===== src/rtl/unidade_controle.sv =====
// Multicycle MIPS main control FSM: sequences FETCH/DECODE/EXEC/MEM/WB, drives the
// datapath strobes and traps unsupported instructions and memory timeouts to HALT.
module unidade_controle #(
    parameter int TIMEOUT = 15
) (
    input  logic       clk,
    input  logic       reset_n,
    input  logic [5:0] opcode,
    input  logic [5:0] funct,
    input  logic       zero,
    input  logic       mem_ready,
    output logic       pc_write,
    output logic       i_or_d,
    output logic       mem_read,
    output logic       mem_write,
    output logic       ir_write,
    output logic       reg_write,
    output logic       reg_dst,
    output logic       mem_to_reg,
    output logic       alu_src_a,
    output logic [1:0] alu_src_b,
    output logic [1:0] pc_source,
    output logic [1:0] alu_op,
    output logic       illegal,
    output logic       bus_err,
    output logic [3:0] state
);

    localparam logic [3:0] S_RST      = 4'd0;
    localparam logic [3:0] S_FETCH    = 4'd1;
    localparam logic [3:0] S_DECODE   = 4'd2;
    localparam logic [3:0] S_MEM_ADDR = 4'd3;
    localparam logic [3:0] S_MEM_RD   = 4'd4;
    localparam logic [3:0] S_MEM_WB   = 4'd5;
    localparam logic [3:0] S_MEM_WR   = 4'd6;
    localparam logic [3:0] S_R_EXEC   = 4'd7;
    localparam logic [3:0] S_R_WB     = 4'd8;
    localparam logic [3:0] S_BRANCH   = 4'd9;
    localparam logic [3:0] S_JUMP     = 4'd10;
    localparam logic [3:0] S_I_EXEC   = 4'd11;
    localparam logic [3:0] S_I_WB     = 4'd12;
    localparam logic [3:0] S_HALT     = 4'd15;

    localparam logic [5:0] OP_RTYPE = 6'h00;
    localparam logic [5:0] OP_J     = 6'h02;
    localparam logic [5:0] OP_BEQ   = 6'h04;
    localparam logic [5:0] OP_BNE   = 6'h05;
    localparam logic [5:0] OP_ADDI  = 6'h08;
    localparam logic [5:0] OP_ADDIU = 6'h09;
    localparam logic [5:0] OP_SLTI  = 6'h0A;
    localparam logic [5:0] OP_ANDI  = 6'h0C;
    localparam logic [5:0] OP_XORI  = 6'h0E;
    localparam logic [5:0] OP_LW    = 6'h23;
    localparam logic [5:0] OP_SW    = 6'h2B;

    localparam int              CNT_W     = (TIMEOUT < 2) ? 1 : $clog2(TIMEOUT + 1);
    localparam bit              WD_EN     = (TIMEOUT != 0);
    localparam logic [CNT_W-1:0] CNT_LIMIT = (TIMEOUT == 0) ? '0 : CNT_W'(TIMEOUT - 1);
    localparam logic [CNT_W-1:0] CNT_MAX   = '1;

    logic [3:0]       state_q, state_d;
    logic [CNT_W-1:0] wait_cnt_q, wait_cnt_d;
    logic             illegal_q, illegal_d;
    logic             bus_err_q, bus_err_d;
    logic             in_mem_wait;
    logic             timeout;

    function automatic logic r_funct_ok(input logic [5:0] f);
        case (f)
            6'h00, 6'h02, 6'h03, 6'h04, 6'h07,
            6'h20, 6'h22, 6'h24, 6'h26, 6'h2A: return 1'b1;
            default:                            return 1'b0;
        endcase
    endfunction

    assign in_mem_wait = (state_q == S_FETCH) || (state_q == S_MEM_RD) || (state_q == S_MEM_WR);
    // mem_ready on the limit cycle takes priority: timeout only fires when it is low
    assign timeout     = WD_EN && (wait_cnt_q == CNT_LIMIT) && !mem_ready;

    always_ff @(posedge clk or negedge reset_n) begin
        if (!reset_n) begin
            state_q    <= S_RST;
            wait_cnt_q <= '0;
            illegal_q  <= 1'b0;
            bus_err_q  <= 1'b0;
        end else begin
            state_q    <= state_d;
            wait_cnt_q <= wait_cnt_d;
            illegal_q  <= illegal_d;
            bus_err_q  <= bus_err_d;
        end
    end

    always_comb begin
        state_d   = state_q;
        illegal_d = illegal_q;
        bus_err_d = bus_err_q;
        case (state_q)
            S_RST:   state_d = S_FETCH;
            S_FETCH: begin
                if (mem_ready) begin
                    state_d = S_DECODE;
                end else if (timeout) begin
                    state_d   = S_HALT;
                    bus_err_d = 1'b1;
                end
            end
            S_DECODE: begin
                case (opcode)
                    OP_RTYPE:                                   state_d = r_funct_ok(funct) ? S_R_EXEC : S_HALT;
                    OP_LW, OP_SW:                               state_d = S_MEM_ADDR;
                    OP_BEQ, OP_BNE:                             state_d = S_BRANCH;
                    OP_J:                                       state_d = S_JUMP;
                    OP_ADDI, OP_ADDIU, OP_SLTI, OP_ANDI, OP_XORI: state_d = S_I_EXEC;
                    default:                                    state_d = S_HALT;
                endcase
                if (state_d == S_HALT) illegal_d = 1'b1;
            end
            S_MEM_ADDR: state_d = (opcode == OP_LW) ? S_MEM_RD : S_MEM_WR;
            S_MEM_RD: begin
                if (mem_ready) begin
                    state_d = S_MEM_WB;
                end else if (timeout) begin
                    state_d   = S_HALT;
                    bus_err_d = 1'b1;
                end
            end
            S_MEM_WR: begin
                if (mem_ready) begin
                    state_d = S_FETCH;
                end else if (timeout) begin
                    state_d   = S_HALT;
                    bus_err_d = 1'b1;
                end
            end
            S_MEM_WB: state_d = S_FETCH;
            S_R_EXEC: state_d = S_R_WB;
            S_R_WB:   state_d = S_FETCH;
            S_BRANCH: state_d = S_FETCH;
            S_JUMP:   state_d = S_FETCH;
            S_I_EXEC: state_d = S_I_WB;
            S_I_WB:   state_d = S_FETCH;
            S_HALT:   state_d = S_HALT;
            default:  state_d = S_HALT;
        endcase
    end

    // Every change of state restarts the wait count, so entry to a memory state starts at zero
    always_comb begin
        wait_cnt_d = wait_cnt_q;
        if (state_d != state_q) begin
            wait_cnt_d = '0;
        end else if (in_mem_wait && !mem_ready && (wait_cnt_q != CNT_MAX)) begin
            wait_cnt_d = wait_cnt_q + CNT_W'(1);
        end
    end

    always_comb begin
        pc_write   = 1'b0;
        i_or_d     = 1'b0;
        mem_read   = 1'b0;
        mem_write  = 1'b0;
        ir_write   = 1'b0;
        reg_write  = 1'b0;
        reg_dst    = 1'b0;
        mem_to_reg = 1'b0;
        alu_src_a  = 1'b0;
        alu_src_b  = 2'b00;
        pc_source  = 2'b00;
        alu_op     = 2'b00;
        case (state_q)
            S_FETCH: begin
                mem_read  = 1'b1;
                alu_src_b = 2'b01;
                ir_write  = mem_ready;
                pc_write  = mem_ready;
            end
            S_DECODE:   alu_src_b = 2'b11;
            S_MEM_ADDR: begin
                alu_src_a = 1'b1;
                alu_src_b = 2'b10;
            end
            S_MEM_RD: begin
                mem_read = 1'b1;
                i_or_d   = 1'b1;
            end
            S_MEM_WB: begin
                reg_write  = 1'b1;
                mem_to_reg = 1'b1;
            end
            S_MEM_WR: begin
                mem_write = 1'b1;
                i_or_d    = 1'b1;
            end
            S_R_EXEC: begin
                alu_src_a = 1'b1;
                alu_op    = 2'b10;
            end
            S_R_WB: begin
                reg_write = 1'b1;
                reg_dst   = 1'b1;
            end
            S_BRANCH: begin
                alu_src_a = 1'b1;
                alu_op    = 2'b01;
                pc_source = 2'b01;
                pc_write  = ((opcode == OP_BEQ) && zero) || ((opcode == OP_BNE) && !zero);
            end
            S_JUMP: begin
                pc_source = 2'b10;
                pc_write  = 1'b1;
            end
            S_I_EXEC: begin
                alu_src_a = 1'b1;
                alu_src_b = 2'b10;
                alu_op    = 2'b10;
            end
            S_I_WB:  reg_write = 1'b1;
            S_HALT:  alu_op = 2'b11;
            default: ;
        endcase
    end

    assign illegal = illegal_q;
    assign bus_err = bus_err_q;
    assign state   = state_q;

endmodule

===== config.mk =====
export PLATFORM = sky130hd
export DESIGN_NAME = unidade_controle
export DESIGN_NICKNAME = d
export VERILOG_FILES = /design/src/rtl/unidade_controle.sv
export SDC_FILE = /design/constraint.sdc
export NUM_CORES = 1
export LEC_CHECK = 0
export CAP_MARGIN = 20
export CELL_PAD_IN_SITES_DETAIL_PLACEMENT = 2
export CELL_PAD_IN_SITES_GLOBAL_PLACEMENT = 2
export CORE_MARGIN = 1.5
export CORE_UTILIZATION = 24
export DETAILED_ROUTE_END_ITERATION = 10
export PLACE_DENSITY_LB_ADDON = 0.1
export SYNTH_ARGS = -nofsm -noshare
export SYNTH_HDL_FRONTEND = slang
export SYNTH_SLANG_ARGS = --single-unit

===== constraint.sdc =====
create_clock -name clk -period 2.3 [get_ports clk]
set_clock_uncertainty 0.1 [all_clocks]
set_input_delay 0.46 -clock clk [delete_from_list [all_inputs] [get_ports clk]]
set_output_delay 0.46 -clock clk [all_outputs]
set_load 0.01 [all_outputs]

==> out/metrics.csv <==
metric,value,unit
dp_worst_setup_slack,-0.4451,ns
antenna_found_initial,0,
nFillCells,470,
max_freq,439.9,MHz
place_area,0.001620,mm²
synth_enable_flop_cells,0,
p_comb_share,17.9,%
internal_power,0.3772,mW
postLayoutSetupSlackWorst,0.02674,ns
synth_flop_cell,dfrtp_1,
clk_pin_slew,0.06,ns
slowest_delay,0.42,ns
final_area,0.001829,mm²
drt_iter0_markers,76,
yosysWarnings,0,
fin_hold_ws,0.3760,ns
wl_met1,2029,µm
synthAdderAreaFrac,2.367,%
path_max_fanout,4,
yosysTopAreaCell,dfrtp_1,
die_w,69.37,µm
place.port_buffers,36,
clockRootBuffer,clkbuf_8,
power_density,275.4,mW/mm²
slew_headroom,63.16,%
area_delta_synth_final,73.02,%
gp_congestion,0.8208,
core,0.004115,mm²
routed_wl,5164,µm
multiInputGateArea,834.6,µm²
crit_path_start,opcode[1],
cap_violations,0,
required,2.32,ns
grt_overflow_total,0,
syn-cell-area,0.001057,mm²
synth_compound_area_share,29.47,%
crit_end,wait_cnt_q[2],
final.period_utilization,98.84,%
synth_nets,155,
vias,1394,
final_nets,223,
post-route-min-period,2.273,ns
start_util,25.69,%
seq_area,251.5,µm²
drive_above_1_share,37.75,%
yosys.area_share.simple,30.89,%
rsz0062_at_grt,true,
hold_buffers,0,
hpwl,3467,µm
status,completed,
clkPwrFrac,46.4,%
p_leak,0.8097,nW
die_area,0.004812,mm²
crit_cells,8,
power_switching,0.1267,mW
synthTopCellsByArea,"dfrtp_1 24%, nor2_1 5.7%, nand2_1 4.6%",
rr_endpoint,wait_cnt_q[3],
hp-class,reg2reg,
synth-xor-area-share,4.970,%
rr_startpoint,state[2],
async_flop_share,100.0,%
tns,0,ns
drt_pass1_iterations,5,
seq_area_frac_synth,23.67,%
criticalPathCategory,in2reg,
fin_util,44.45,%
startpoint_type,primary input,
slowest_stage,clkdlybuf4s50_1,
r2r_cells,7,
cts-buffers-inserted,3,
netlist_instances,137,
grt_pass1_vias,1487,
clock_path_buffers,2,
synth_commonest_cells,"16 x nor2_1, 13 x nand2_1, 10 x dfrtp_1",
wl_per_cell,20.33,µm
synth.distinct_cells,48,
clk_latency,0.25,ns
route.met2.wl,2814,µm
top_layer,met4,
num_io_pins,37,
max-vdd-ir-drop,0.0001775,V
cts_tree,yes,
fp-row-count,23,
die_y,69.37,µm
swShare,25.14,%
yosysMostFrequentCell,nor2_1,
synth-seq-cells,10,
avgSynthCellArea,7.717,µm²
power.share.sequential,35.7,%
grt_max_degree,15,
grt_use_total,20.14,%
synth_top_family_by_area,simple AND/OR/NAND/NOR gates,
clock_sinks,10,
drc,0,
synth_top_area_share,23.67,%
path_buf_inv,2,
antennaDiodeCount,0,
cp_cell_sequence,"clkdlybuf4s50_1, buf_4, nor2b_2, o21bai_1, a21oi_2, or3_4, a31oi_4, nor3_2",
synthMuxAreaShare,0.9467,%
grt_pass1_wl,7686,µm
crit_arrival,2.30,ns
dr_wl_met3,186,µm
setup_viol,0,
slew_violations,0,
hold_violations,0,
viasPerCell,5.488,
worstSetupEndpointType,flop,
ff2ff_setup_slack,0.06,ns
tightestPinTransition,0.5509,ns
ant_nets,0,
crit_family,compound AO/OA/AOI/OAI gates,
h-tree-depth,1,
==> metrics by stage <==
stage | power (mW) | cells
after floorplan | 0.2068 | 137
after global placement | 0.2594 | 242
after detailed placement | 0.2651 | 242
after CTS | 0.4944 | 250
after global routing | 0.5194 | 254
final | 0.5038 | 254
==> routing by layer <==
layer,vias to the layer above,global-route usage [%]
met5,-,0
met4,0,8.497
met3,12,1.890
met2,50,39.00
met1,693,21.98
li1,639,-
==> how the worst min path moves through the flow <==
stage               depth (start not counted)      end  slack (ns)  startpoint
finish                                      1  bus_err        0.38     bus_err
global route                                1  bus_err        0.42     bus_err
CTS                                         1  bus_err        0.38     bus_err
detailed placement                          1  bus_err        0.37     bus_err
global placement                            1  bus_err        0.35     bus_err
floorplan                                   0  bus_err        0.06     reset_n
==> layout by cell type (no fill, tap or decap), types with 2 or more instances in the layout <==
cell type,n
nand3_1,3
nor3_2,4
inv_2,2
inv_1,7
a21oi_1,8
dlygate4sd2_1,7
buf_4,33
nor2_1,14
or4_4,2
or2_2,3
clkbuf_2,3
o31ai_1,2
ha_1,2
o221ai_2,3
and3_1,2
xnor2_1,2
nor3b_1,2
dlymetal6s2s_1,2
nand2_1,11
buf_6,2
xor2_1,3
a31oi_1,2
o21ai_0,7
clkdlybuf4s50_1,22
nand2b_1,2
a31oi_4,2
nor3_1,5
o2111ai_1,2
clkbuf_8,4
dfrtp_1,9
==> sequential cells by signal (all words and copies together), names as in the netlist <==
register / cells
state: 4
bus_err: 1
illegal: 1
wait_cnt_q: 4
==> cell families (layout without fill, tap and decap cells) <==
| kind of cell | after synthesis | count (layout) |
|---|---|---|
| mux | 1 | 1 |
| simple gates | 62 | 62 |
| flops | 10 | 10 |
| fa+ha+maj | 2 | 2 |
| xor+xnor | 6 | 6 |
| compound gates | 41 | 41 |
| buf+inv | 15 | 82 |
==> final cells by class <==
cell class	count	area share [%]
clock buffer	4	3.010
inverter	9	1.847
multi-input combinational	112	45.62
sequential	10	13.75
tap	50	3.420
timing repair buffer	69	32.35
==> power groups by stage <==
stage | Clock, mW | Sequential (mW) | Combinational [mW]
finish | 0.234 | 0.180 | 0.0903
global route | 0.242 | 0.180 | 0.0974
CTS | 0.232 | 0.180 | 0.0830
detailed placement | 0 | 0.183 | 0.0825
global placement | 0 | 0.182 | 0.0771
floorplan | 0 | 0.183 | 0.0241
==> repair_timing <==
action / in CTS / in global routing
gates resized for setup: 25 / 29
pin swaps: 4 / 9
buffers inserted: 4 / 4
setup endpoints to repair: 16 / 8
Power figures use the tool's default switching activity.
